## src/rtl/attack_round_seq.sv

```systemverilog
// attack_round_seq: clocked battleship attack-round engine. Latches the ship map at start,
// resolves each confirmed shot once, holds the outcome on the RGB LED and tracks win/loss.
module attack_round_seq #(
  parameter int COLUNE_SIZE   = 7,
  parameter int TOTAL_COLUNES = 5,
  parameter int DATA_WIDTH    = 35,
  parameter int COORD_WIDTH   = 3,
  parameter int MAX_SHOTS     = 20,
  parameter int LED_HOLD      = 25000000,
  parameter int CNT_WIDTH     = 6
) (
  input  logic                   clk,
  input  logic                   reset,
  input  logic                   start,
  input  logic [DATA_WIDTH-1:0]  selected_map,
  input  logic [COORD_WIDTH-1:0] x_coord_code,
  input  logic [COORD_WIDTH-1:0] y_coord_code,
  input  logic                   enableAttack,
  input  logic                   confirmAttack,
  input  logic                   show_hits,
  output logic [DATA_WIDTH-1:0]  matriz_data,
  output logic [1:0]             ledRgb,
  output logic [CNT_WIDTH-1:0]   shots_count,
  output logic [CNT_WIDTH-1:0]   hits_count,
  output logic                   game_over,
  output logic                   win,
  output logic                   busy
);

  localparam int IDX_W  = $clog2(DATA_WIDTH);
  localparam int HOLD_W = (LED_HOLD > 1) ? $clog2(LED_HOLD) : 1;

  localparam logic [HOLD_W-1:0]    HOLD_INIT = HOLD_W'(LED_HOLD - 1);
  localparam logic [HOLD_W-1:0]    HOLD_ONE  = HOLD_W'(1);
  localparam logic [CNT_WIDTH-1:0] CNT_ONE   = CNT_WIDTH'(1);
  localparam logic [CNT_WIDTH-1:0] CNT_MAX   = CNT_WIDTH'(MAX_SHOTS);

  localparam logic [2:0] S_IDLE     = 3'd0;
  localparam logic [2:0] S_AIM      = 3'd1;
  localparam logic [2:0] S_RESOLVE  = 3'd2;
  localparam logic [2:0] S_FEEDBACK = 3'd3;
  localparam logic [2:0] S_OVER     = 3'd4;

  logic [2:0]             state_q, state_d;
  logic [2:0]             sync_q, sync_d;
  logic [DATA_WIDTH-1:0]  ship_map_q, ship_map_d;
  logic [DATA_WIDTH-1:0]  shot_map_q, shot_map_d;
  logic [DATA_WIDTH-1:0]  matriz_q, matriz_d;
  logic [COORD_WIDTH-1:0] x_q, x_d, y_q, y_d;
  logic [CNT_WIDTH-1:0]   shots_q, shots_d, hits_q, hits_d;
  logic [HOLD_W-1:0]      hold_q, hold_d;
  logic [1:0]             led_rgb_q, led_rgb_d;
  logic                   game_over_q, game_over_d;
  logic                   win_q, win_d;
  logic                   busy_q, busy_d;

  logic                   press_s;
  logic                   coord_ok_s;
  logic [IDX_W-1:0]       cell_idx_s;
  logic [DATA_WIDTH-1:0]  cell_mask_s;
  logic                   already_shot_s;
  logic                   all_hit_s;

  // Falling edge of the synchronized button, one cycle wide.
  assign press_s = sync_q[2] & ~sync_q[1];

  assign coord_ok_s = (x_q != {COORD_WIDTH{1'b0}}) && (32'(x_q) <= 32'(TOTAL_COLUNES)) &&
                      (y_q != {COORD_WIDTH{1'b0}}) && (32'(y_q) <= 32'(COLUNE_SIZE));
  assign cell_idx_s = IDX_W'((32'(TOTAL_COLUNES) - 32'(x_q)) * 32'(COLUNE_SIZE) + 32'(y_q) - 32'd1);
  assign cell_mask_s = coord_ok_s ? (DATA_WIDTH'(1) << cell_idx_s) : {DATA_WIDTH{1'b0}};
  assign already_shot_s = |(shot_map_q & cell_mask_s);
  assign all_hit_s = (ship_map_q != {DATA_WIDTH{1'b0}}) &&
                     ((ship_map_q & ~shot_map_q) == {DATA_WIDTH{1'b0}});

  // Next-state logic for the round FSM, maps, counters and LED feedback.
  always_comb begin
    state_d     = state_q;
    ship_map_d  = ship_map_q;
    shot_map_d  = shot_map_q;
    x_d         = x_q;
    y_d         = y_q;
    shots_d     = shots_q;
    hits_d      = hits_q;
    hold_d      = hold_q;
    led_rgb_d   = led_rgb_q;
    game_over_d = game_over_q;
    win_d       = win_q;
    sync_d      = {sync_q[1:0], confirmAttack};
    if (start) begin
      ship_map_d  = selected_map;
      shot_map_d  = {DATA_WIDTH{1'b0}};
      shots_d     = {CNT_WIDTH{1'b0}};
      hits_d      = {CNT_WIDTH{1'b0}};
      hold_d      = {HOLD_W{1'b0}};
      led_rgb_d   = 2'b00;
      game_over_d = 1'b0;
      win_d       = 1'b0;
      state_d     = S_AIM;
    end else begin
      case (state_q)
        S_IDLE: state_d = S_IDLE;
        S_AIM: begin
          if (press_s && enableAttack) begin
            x_d     = x_coord_code;
            y_d     = y_coord_code;
            state_d = S_RESOLVE;
          end else begin
            state_d = S_AIM;
          end
        end
        S_RESOLVE: begin
          if (!coord_ok_s || already_shot_s || (shots_q >= CNT_MAX)) begin
            led_rgb_d = 2'b11;
          end else if (|(ship_map_q & cell_mask_s)) begin
            shot_map_d = shot_map_q | cell_mask_s;
            shots_d    = shots_q + CNT_ONE;
            hits_d     = hits_q + CNT_ONE;
            led_rgb_d  = 2'b10;
          end else begin
            shot_map_d = shot_map_q | cell_mask_s;
            shots_d    = shots_q + CNT_ONE;
            led_rgb_d  = 2'b01;
          end
          hold_d  = HOLD_INIT;
          state_d = S_FEEDBACK;
        end
        S_FEEDBACK: begin
          if (hold_q == {HOLD_W{1'b0}}) begin
            led_rgb_d = 2'b00;
            // Win is checked first so a winning last shot is never reported as a loss.
            if (all_hit_s) begin
              win_d       = 1'b1;
              game_over_d = 1'b1;
              state_d     = S_OVER;
            end else if (shots_q == CNT_MAX) begin
              win_d       = 1'b0;
              game_over_d = 1'b1;
              state_d     = S_OVER;
            end else begin
              state_d = S_AIM;
            end
          end else begin
            hold_d = hold_q - HOLD_ONE;
          end
        end
        S_OVER: state_d = S_OVER;
        default: state_d = S_IDLE;
      endcase
    end
    busy_d   = (state_d == S_RESOLVE) || (state_d == S_FEEDBACK);
    matriz_d = ~(show_hits ? (shot_map_q & ship_map_q) : shot_map_q);
  end

  // State and output registers; the button synchronizer idles released (high).
  always_ff @(posedge clk or negedge reset) begin
    if (!reset) begin
      state_q     <= S_IDLE;
      sync_q      <= 3'b111;
      ship_map_q  <= {DATA_WIDTH{1'b0}};
      shot_map_q  <= {DATA_WIDTH{1'b0}};
      matriz_q    <= {DATA_WIDTH{1'b1}};
      x_q         <= {COORD_WIDTH{1'b0}};
      y_q         <= {COORD_WIDTH{1'b0}};
      shots_q     <= {CNT_WIDTH{1'b0}};
      hits_q      <= {CNT_WIDTH{1'b0}};
      hold_q      <= {HOLD_W{1'b0}};
      led_rgb_q   <= 2'b00;
      game_over_q <= 1'b0;
      win_q       <= 1'b0;
      busy_q      <= 1'b0;
    end else begin
      state_q     <= state_d;
      sync_q      <= sync_d;
      ship_map_q  <= ship_map_d;
      shot_map_q  <= shot_map_d;
      matriz_q    <= matriz_d;
      x_q         <= x_d;
      y_q         <= y_d;
      shots_q     <= shots_d;
      hits_q      <= hits_d;
      hold_q      <= hold_d;
      led_rgb_q   <= led_rgb_d;
      game_over_q <= game_over_d;
      win_q       <= win_d;
      busy_q      <= busy_d;
    end
  end

  assign matriz_data = matriz_q;
  assign ledRgb      = led_rgb_q;
  assign shots_count = shots_q;
  assign hits_count  = hits_q;
  assign game_over   = game_over_q;
  assign win         = win_q;
  assign busy        = busy_q;

endmodule

```

## config.mk

```make
export PLATFORM = sky130hd
export DESIGN_NAME = attack_round_seq
export DESIGN_NICKNAME = d
export VERILOG_FILES = /design/src/rtl/attack_round_seq.sv
export SDC_FILE = /design/constraint.sdc
export NUM_CORES = 1
export LEC_CHECK = 0
export CAP_MARGIN = 10
export CORE_AREA = 2 2 139 141
export DETAILED_ROUTE_END_ITERATION = 10
export DIE_AREA = 0 0 141 143
export GPL_TIMING_DRIVEN = 0
export HOLD_SLACK_MARGIN = 0.05
export PLACE_DENSITY_LB_ADDON = 0.1
export RECOVER_POWER = 100
export REMOVE_ABC_BUFFERS = 1
export SLEW_MARGIN = 20
export SYNTH_ARGS = -nofsm -noshare
export SYNTH_HDL_FRONTEND = slang
export SYNTH_SLANG_ARGS = --single-unit
```

## constraint.sdc

```tcl
create_clock -name clk -period 6.7 [get_ports clk]
set_clock_uncertainty 0.2 [all_clocks]
set_input_delay 1.675 -clock clk [delete_from_list [all_inputs] [get_ports clk]]
set_output_delay 1.675 -clock clk [all_outputs]
set_load 0.01 [all_outputs]
```

==> results.md, run 1 <==
* Post-synth top area cell: dfrtp_1
* RSZ-0062 raised after global routing: false
* Via-to-Cell Ratio at 5.93
* Synth async-reset ratio at 100%
* Total number of vias at 6687
* Pwr/cell area at about 530 mW/mm2
* Chip Width at 141 um
* Final #Nets at 948
* Final worst path period need at slightly above 6000 ps
* Slew @ Worst Pin at 3470 ps
* Worst Setup Path Type: flop to flop
* CTS H-tree depth at 4
* Vert. Die Dim at about 140 um
* First-pass GRT wire length at between 30000 and 40000 um
* Area of the multi-input gates at between 0.003 and 0.004 mm2
* Total power at 5290 uW
* Synthesized area at 0.00826 mm2
* Critical path required time at 6820 ps
* Core area at 0.0186 mm2
* FP Rows at 50
* Layout cells sized above 1 at 13.9%
* Register Area at ~0.004 mm2
* Clk sinks at 159
* CTS tree: yes
* Drt first-iter violations at 705
* Final setup vio count at 0
* CP endpoint kind: flop
* Hold_buf cts at 0
* # fillers at 1661
* Cells on Worst Hold Path at 0
* Clk Latency, worst-skew pair at 430 ps
* DRC at 0
* Largest net degree at the start of global routing at 96
* WP data arrival at about 6300 ps
* Total Routing Usage GR at 23.5%
* Starting Density at roughly 44%
* DIE AREA at just over 0.02 mm2
* Port buffer count at 98
* Post-synth cell types at 75
* Commonest non-fill, non-tap cell in the layout: dfrtp_1
* EDFF count, synth at 0
* Most frequent cells in the layout: dfrtp_1 (121), inv_1 (71), dlygate4sd3_1 (56)
* CTS Buffer Depth at 2
* Grt ovf at 0
* Routability Congestion at 0.911
* Root buffer cell: clkbuf_16
* WL/cell at 20.2 um
* Dpl cell area at 0.00937 mm2
* Share of the synthesized area in the top cell type at 36.7%
* VDD IR max at 0.000730 V
* Status: finished, violations left
* Period utilization at 91.9%
* Max Cap Viol at 4
* Post-DP HPWL at approximately 16000 um
* Worst setup SP type: flop
* DRT Wirelength at 22800 um
* Critical Path Fanout Max at 29
* Cell count after synthesis at 798
* Inst Count DP at 1093
* Area growth from synthesis to layout at 20.5%
* Final Hold Viols at 0
* Slew HR at -131%
* Min-Delay Path Class: flop to flop
* Yosys warns at 0
* Cts bufs inserted at 17
* R2R depth at 16
* Fin area at 0.00995 mm2
* Drt pass-1 iters at 6
* Syn avg cell area at 10.3 um2
* Seq/Total Area, Yosys at 48.8%
* Leakage at 0.00391 uW
* Violated checks: max-capacitance violations, max-slew violations
* # IOs at 99
* Top FF cell, synth: dfrtp_1
* Slew Limit Fails at 226
* Initial antenna violation count at 0
* Core Util, Final at 53.6%
* Peak Freq at 0.162 GHz
* Layout Cells excl Fill at 1128
* #FFs+latches synth at 159
* Vias in the first global route at 6582
* Top cells by area, synth: dfrtp_1 (37%), dfstp_2 (12%), mux2_2 (4.9%), inv_1 (3.2%), o21ai_0 (3.2%)
* Inserted Diodes at 0
* Register clock-pin slew on the reported worst setup and hold paths at 60 ps
* Setup TNS at 0 ps
* Routed Antenna Nets at 0
cell type report:
| class | instances | share of cell area, % |
|---|---|---|
| Tap cell | 234 | 2.94 |
| Inverter | 71 | 2.68 |
| Sequential cell | 159 | 40.5 |
| Clock inverter | 12 | 1.81 |
| Multi-Input combinational cell | 529 | 37.2 |
| Clock buffer | 20 | 4.69 |
| Timing Repair Buffer | 103 | 10.2 |
per-layer routing:
| metal | wire length (um) | track usage [%] | part of all wire, % |
|---|---|---|---|
| met5 | 0 | 0 | 0 |
| met1 | 10700 | 33.8 | 47 |
| met3 | 1300 | 4.96 | 5.7 |
| met4 | 342 | 6.32 | 1.5 |
| met2 | 10400 | 36.4 | 46 |
cells in the mapped netlist, types with 3 or more instances:
master     count
nor3_1        19
o22ai_1       40
a211oi_1       4
dfstp_2       38
a21oi_1       31
and3_1         7
ha_1          13
dfrtp_1      121
o211ai_1      11
or4_1          5
nand2_1       44
buf_6          6
nand3b_1      10
buf_2          5
nor3_2         3
nor4b_1        4
nand3_1       19
nand4_1       10
o21ai_0       52
nor2_1        39
inv_1         71
nand2b_1      10
mux2_2        36
a31oi_1        3
mux2_1         7
and4_1         3
a22oi_1        4
o31ai_1        3
o32ai_1        4
mux2i_1       13
o21ai_1        3
a311oi_1      11
a22o_1         3
clkbuf_1      21
buf_4          6
or3_1          5
xor2_1         9
nor2b_1       27
a2111oi_0      5
fa_1           7
nor4_1        19
and2_1         4
final timing paths:
path	startpoint	to	slack [ps]
max in group asynchronous	reset	y_q[2]$_DFFE_PN0P_	2120
min in group asynchronous	reset	ship_map_q[18]$_DFFE_PN0P_	2220
setup / recovery	x_q[1]$_DFFE_PN0P_	hits_count[0]$_DFFE_PN0P_	540
setup reg to reg	x_q[1]$_DFFE_PN0P_	hits_count[0]$_DFFE_PN0P_	540
hold / removal	sync_q[0]$_DFF_PN1_	sync_q[1]$_DFF_PN1_	160
hold reg to reg	sync_q[0]$_DFF_PN1_	sync_q[1]$_DFF_PN1_	160
logic make-up (layout without fill, tap and decap cells):
kind of cell | Yosys count | count (layout) | share of synthesized area (%)
AOI/OAI and AO/OA | 192 | 192 | 14.9
muxes | 58 | 58 | 7.98
adders and majority gates | 20 | 20 | 3.67
buffers and inverters | 110 | 206 | 5.89
DFF | 159 | 159 | 48.8
xor gates and xnor gates | 12 | 12 | 1.36
and+or+nand+nor | 247 | 247 | 17.4
worst max-delay path, cell delays in order, from the launching register on:
cell and delay (ps):
dfrtp_1 460, inv_1 150, ha_1 330, xor2_1 300
xnor2_1 170, ha_1 270, fa_1 510, ha_1 160
inv_1 50, fa_2 910, nor2_1 280, nand2_1 250
o22ai_1 120, o311ai_1 610, nand4_1 430, nor3_1 480
mux2_1 360
sequential cells by signal, summed over array words and instances (netlist names), 2 cells and up:
name         count
hits_count       6
y_q              3
sync_q           3
shot_map_q      35
state_q          3
x_q              3
shots_count      6
hold_q          25
ledRgb           2
ship_map_q      35
matriz_data     35
repair_timing:
action	CTS	global route
endpoints found under the setup margin	29	32
resized for setup	1	0
pin swaps	0	2
buffers inserted	0	3
cloned	0	0
through the flow:
step	setup WS [ps]	hold slack, ps
3_5_place_dp	-90.7	148
3_3_place_gp	-2490	149
5_1_grt	175	163
6_report	540	163
4_1_cts	233	157
2_1_floorplan	1510	145
where the power goes:
group          switching (uW)  leakage, uW  internal [uW]
Sequential               97.1      0.00199           1030
Combinational            2090      0.00160           1010
Clock                     404     0.000313            656
Total                    2590      0.00391           2700
Note: power is estimated with default switching activity, not from simulation.
==> run 2: changes to the inputs <==
- CAP_MARGIN: 10 -> 5
==> results of run 2 <==
The final DEF is identical to that of run 1; final timing and power are the same.
==> run 3: changes to the inputs <==
- GPL_ROUTABILITY_DRIVEN: unset -> 0
- SLEW_MARGIN: 20 -> unset
==> run 3 against run 2 <==
The flow still finishes with violations (max-capacitance violations, max-slew violations). Critical path type unchanged. Maximum frequency up 1.3%. Utilization fell by 0.63 points. Clock power fell by 15%. Critical path depth unchanged. Sequential cell count unchanged. Largest power group unchanged.
==> results.md, run 3 (synthesized netlist as in run 1, its figures left out) <==
* Via-to-Cell Ratio at 5.94 (+0.24%)
* # IOs at 99 (unchanged)
* Total Routing Usage GR at 22.9% (-0.68 points)
* Slew HR at -132% (-0.34 points)
* Final #Nets at 949 (+0.11%)
* Critical path required time at 6810 ps (about the same)
* WL/cell at 19.6 um (-2.9%)
* GR Layer Usage met3 at 5.06% (+0.10 points)
* Area growth from synthesis to layout at 19.1%
* Worst setup SP type: flop
* Drt first-iter violations at 530 (-25%)
* Register Area at 0.00403 mm2 (unchanged)
* Most frequent cells in the layout: dfrtp_1 (121), inv_1 (71), dlygate4sd3_1 (54)
* CTS tree: yes
* Total power at 5080 uW (-3.9%)
* CP endpoint kind: flop
* Final Hold Viols at 0 (unchanged)
* Slew @ Worst Pin at 3480 ps (+5.16 ps)
* Initial antenna violation count at 0 (unchanged)
* FP Rows at 50 (unchanged)
* Layout cells sized above 1 at 13.5% (-0.35 points)
* Met1 global-route usage at 32.1% (-1.7 points)
* Peak Freq at 0.164 GHz (+1.3%)
* # fillers at 1634 (-1.6%)
* DRC at 0 (unchanged)
* Vias in the first global route at 6736 (+2.3%)
* Final worst path period need at 6080 ps (-76.1 ps)
* Largest net degree at the start of global routing at 95 (-1.0%)
* Cts bufs inserted at 17 (unchanged)
* Critical Path Fanout Max at 29 (unchanged)
* Worst Setup Path Type: flop to flop
* Hold WS at 163 ps (+0.400 ps)
* Final setup vio count at 0 (unchanged)
* Drt pass-1 iters at 5 (-1)
* Routed Antenna Nets at 0 (unchanged)
* Worst R2R Setup Slack at 620 ps (+80 ps)
* Root buffer cell: clkbuf_16
* Pwr/cell area at 517 mW/mm2 (-2.8%)
* Vert. Die Dim at 143 um (unchanged)
* Clk sinks at 159 (unchanged)
* Slew Limit Fails at 228 (+0.88%)
* Top Usage Layer GRT: met2
* CTS H-tree depth at 4 (unchanged)
* Period utilization at 90.8% (-1.1 points)
* Starting Density at 44.4% (unchanged)
* Total number of vias at 6709 (+0.33%)
* Commonest non-fill, non-tap cell in the layout: dfrtp_1
* Post-DP HPWL at 15500 um (-2.9%)
* Inserted Diodes at 0 (unchanged)
* Chip Width at 141 um (unchanged)
* Violated checks: max-capacitance violations, max-slew violations
* DIE AREA at 0.0202 mm2 (unchanged)
* Port buffer count at 98 (unchanged)
* Max Cap Viol at 4 (unchanged)
* DRT Wirelength at 22100 um (-2.8%)
* Area of the multi-input gates at 0.00370 mm2 (about the same)
* Clk Latency, worst-skew pair at 430 ps (about the same)
* First-pass GRT wire length at 36200 um (-1.6%)
* Register clock-pin slew on the reported worst setup and hold paths at 60 ps (about the same)
* Core area at 0.0186 mm2 (unchanged)
* RSZ-0062 raised after global routing: false
* Min-Delay Path Class: flop to flop
* Grt ovf at 0 (unchanged)
* Leakage at 0.00386 uW (-1.3%)
* Global-route track usage on met2 at 34.5% (-2.0 points)
* VDD IR max at 0.000627 V (-14%)
* CTS Buffer Depth at 2 (unchanged)
* WP data arrival at 6190 ps (-90 ps)
* Status: finished, violations left
[run 3: worst max-delay path: stages, from the launching register on]
cell and delay [ps]:
dfrtp_1 460, inv_1 150, ha_1 330, xor2_1 290, xnor2_1 160, ha_1 260
fa_1 510, ha_1 160, inv_1 60, fa_2 910, nor2_1 270, nand2_1 250
o22ai_1 110, o311ai_1 550, nand4_1 450, nor3_1 460, mux2_1 360
[run 3: cell type report]
cell class	count	share of cell area (%)
Clock buffer	21	4.58
Sequential cell	159	40.9
Timing Repair Buffer	104	10.2
Tap cell	234	2.98
Inverter	71	2.71
Multi-Input combinational cell	529	37.7
Clock inverter	11	0.941
[run 3: routing by layer]
layer / vias up / part of all wire [%] / wire length (um)
met5: - / 0 / 0
met4: 0 / 2.6 / 582
met3: 40 / 7.1 / 1560
met2: 273 / 45 / 9930
met1: 3320 / 45 / 10100
li1: 3076 / - / -
[run 3: path summary, 6_finish.rpt]
check,start,end,depth (start not counted)
worst min register to register,sync_q[0]$_DFF_PN1_,sync_q[1]$_DFF_PN1_,0
min in group asynchronous,reset,ship_map_q[23]$_DFFE_PN0P_,1
worst max register to register,x_q[1]$_DFFE_PN0P_,hits_count[0]$_DFFE_PN0P_,16
worst min-delay path,sync_q[0]$_DFF_PN1_,sync_q[1]$_DFF_PN1_,0
max in group asynchronous,reset,hold_q[5]$_DFFE_PN0P_,2
worst max-delay path,x_q[1]$_DFFE_PN0P_,hits_count[0]$_DFFE_PN0P_,16
[run 3: power by group]
group | leakage (uW) | internal (uW) | switching (uW)
logic | 0.00160 | 1010 | 2050
clock network | 0.000266 | 517 | 387
registers | 0.00199 | 1030 | 96.3
total | 0.00386 | 2550 | 2530
[run 3: through the flow]
step / util (%) / setup TNS, ps / instance area, um2 / setup slack [ps] / cells
final: 52.9 / 0 / 9840 / 616 / 1129
after global routing: 52.9 / 0 / 9840 / 281 / 1129
after CTS: 53.3 / 0 / 9910 / 115 / 1125
after detailed placement: 50.4 / 0 / 9370 / 132 / 1093
after global placement: 50.1 / -352460 / 9310 / -2480 / 1091
after floorplan: - / 0 / 8040 / 1510 / 759
[run 3: what timing repair did]
| action | CTS | global route |
|---|---|---|
| hold buffers | 0 | 0 |
| setup endpoints to repair | 0 | 32 |
| gates resized for setup | 0 | 1 |
| buffers inserted | 0 | 4 |
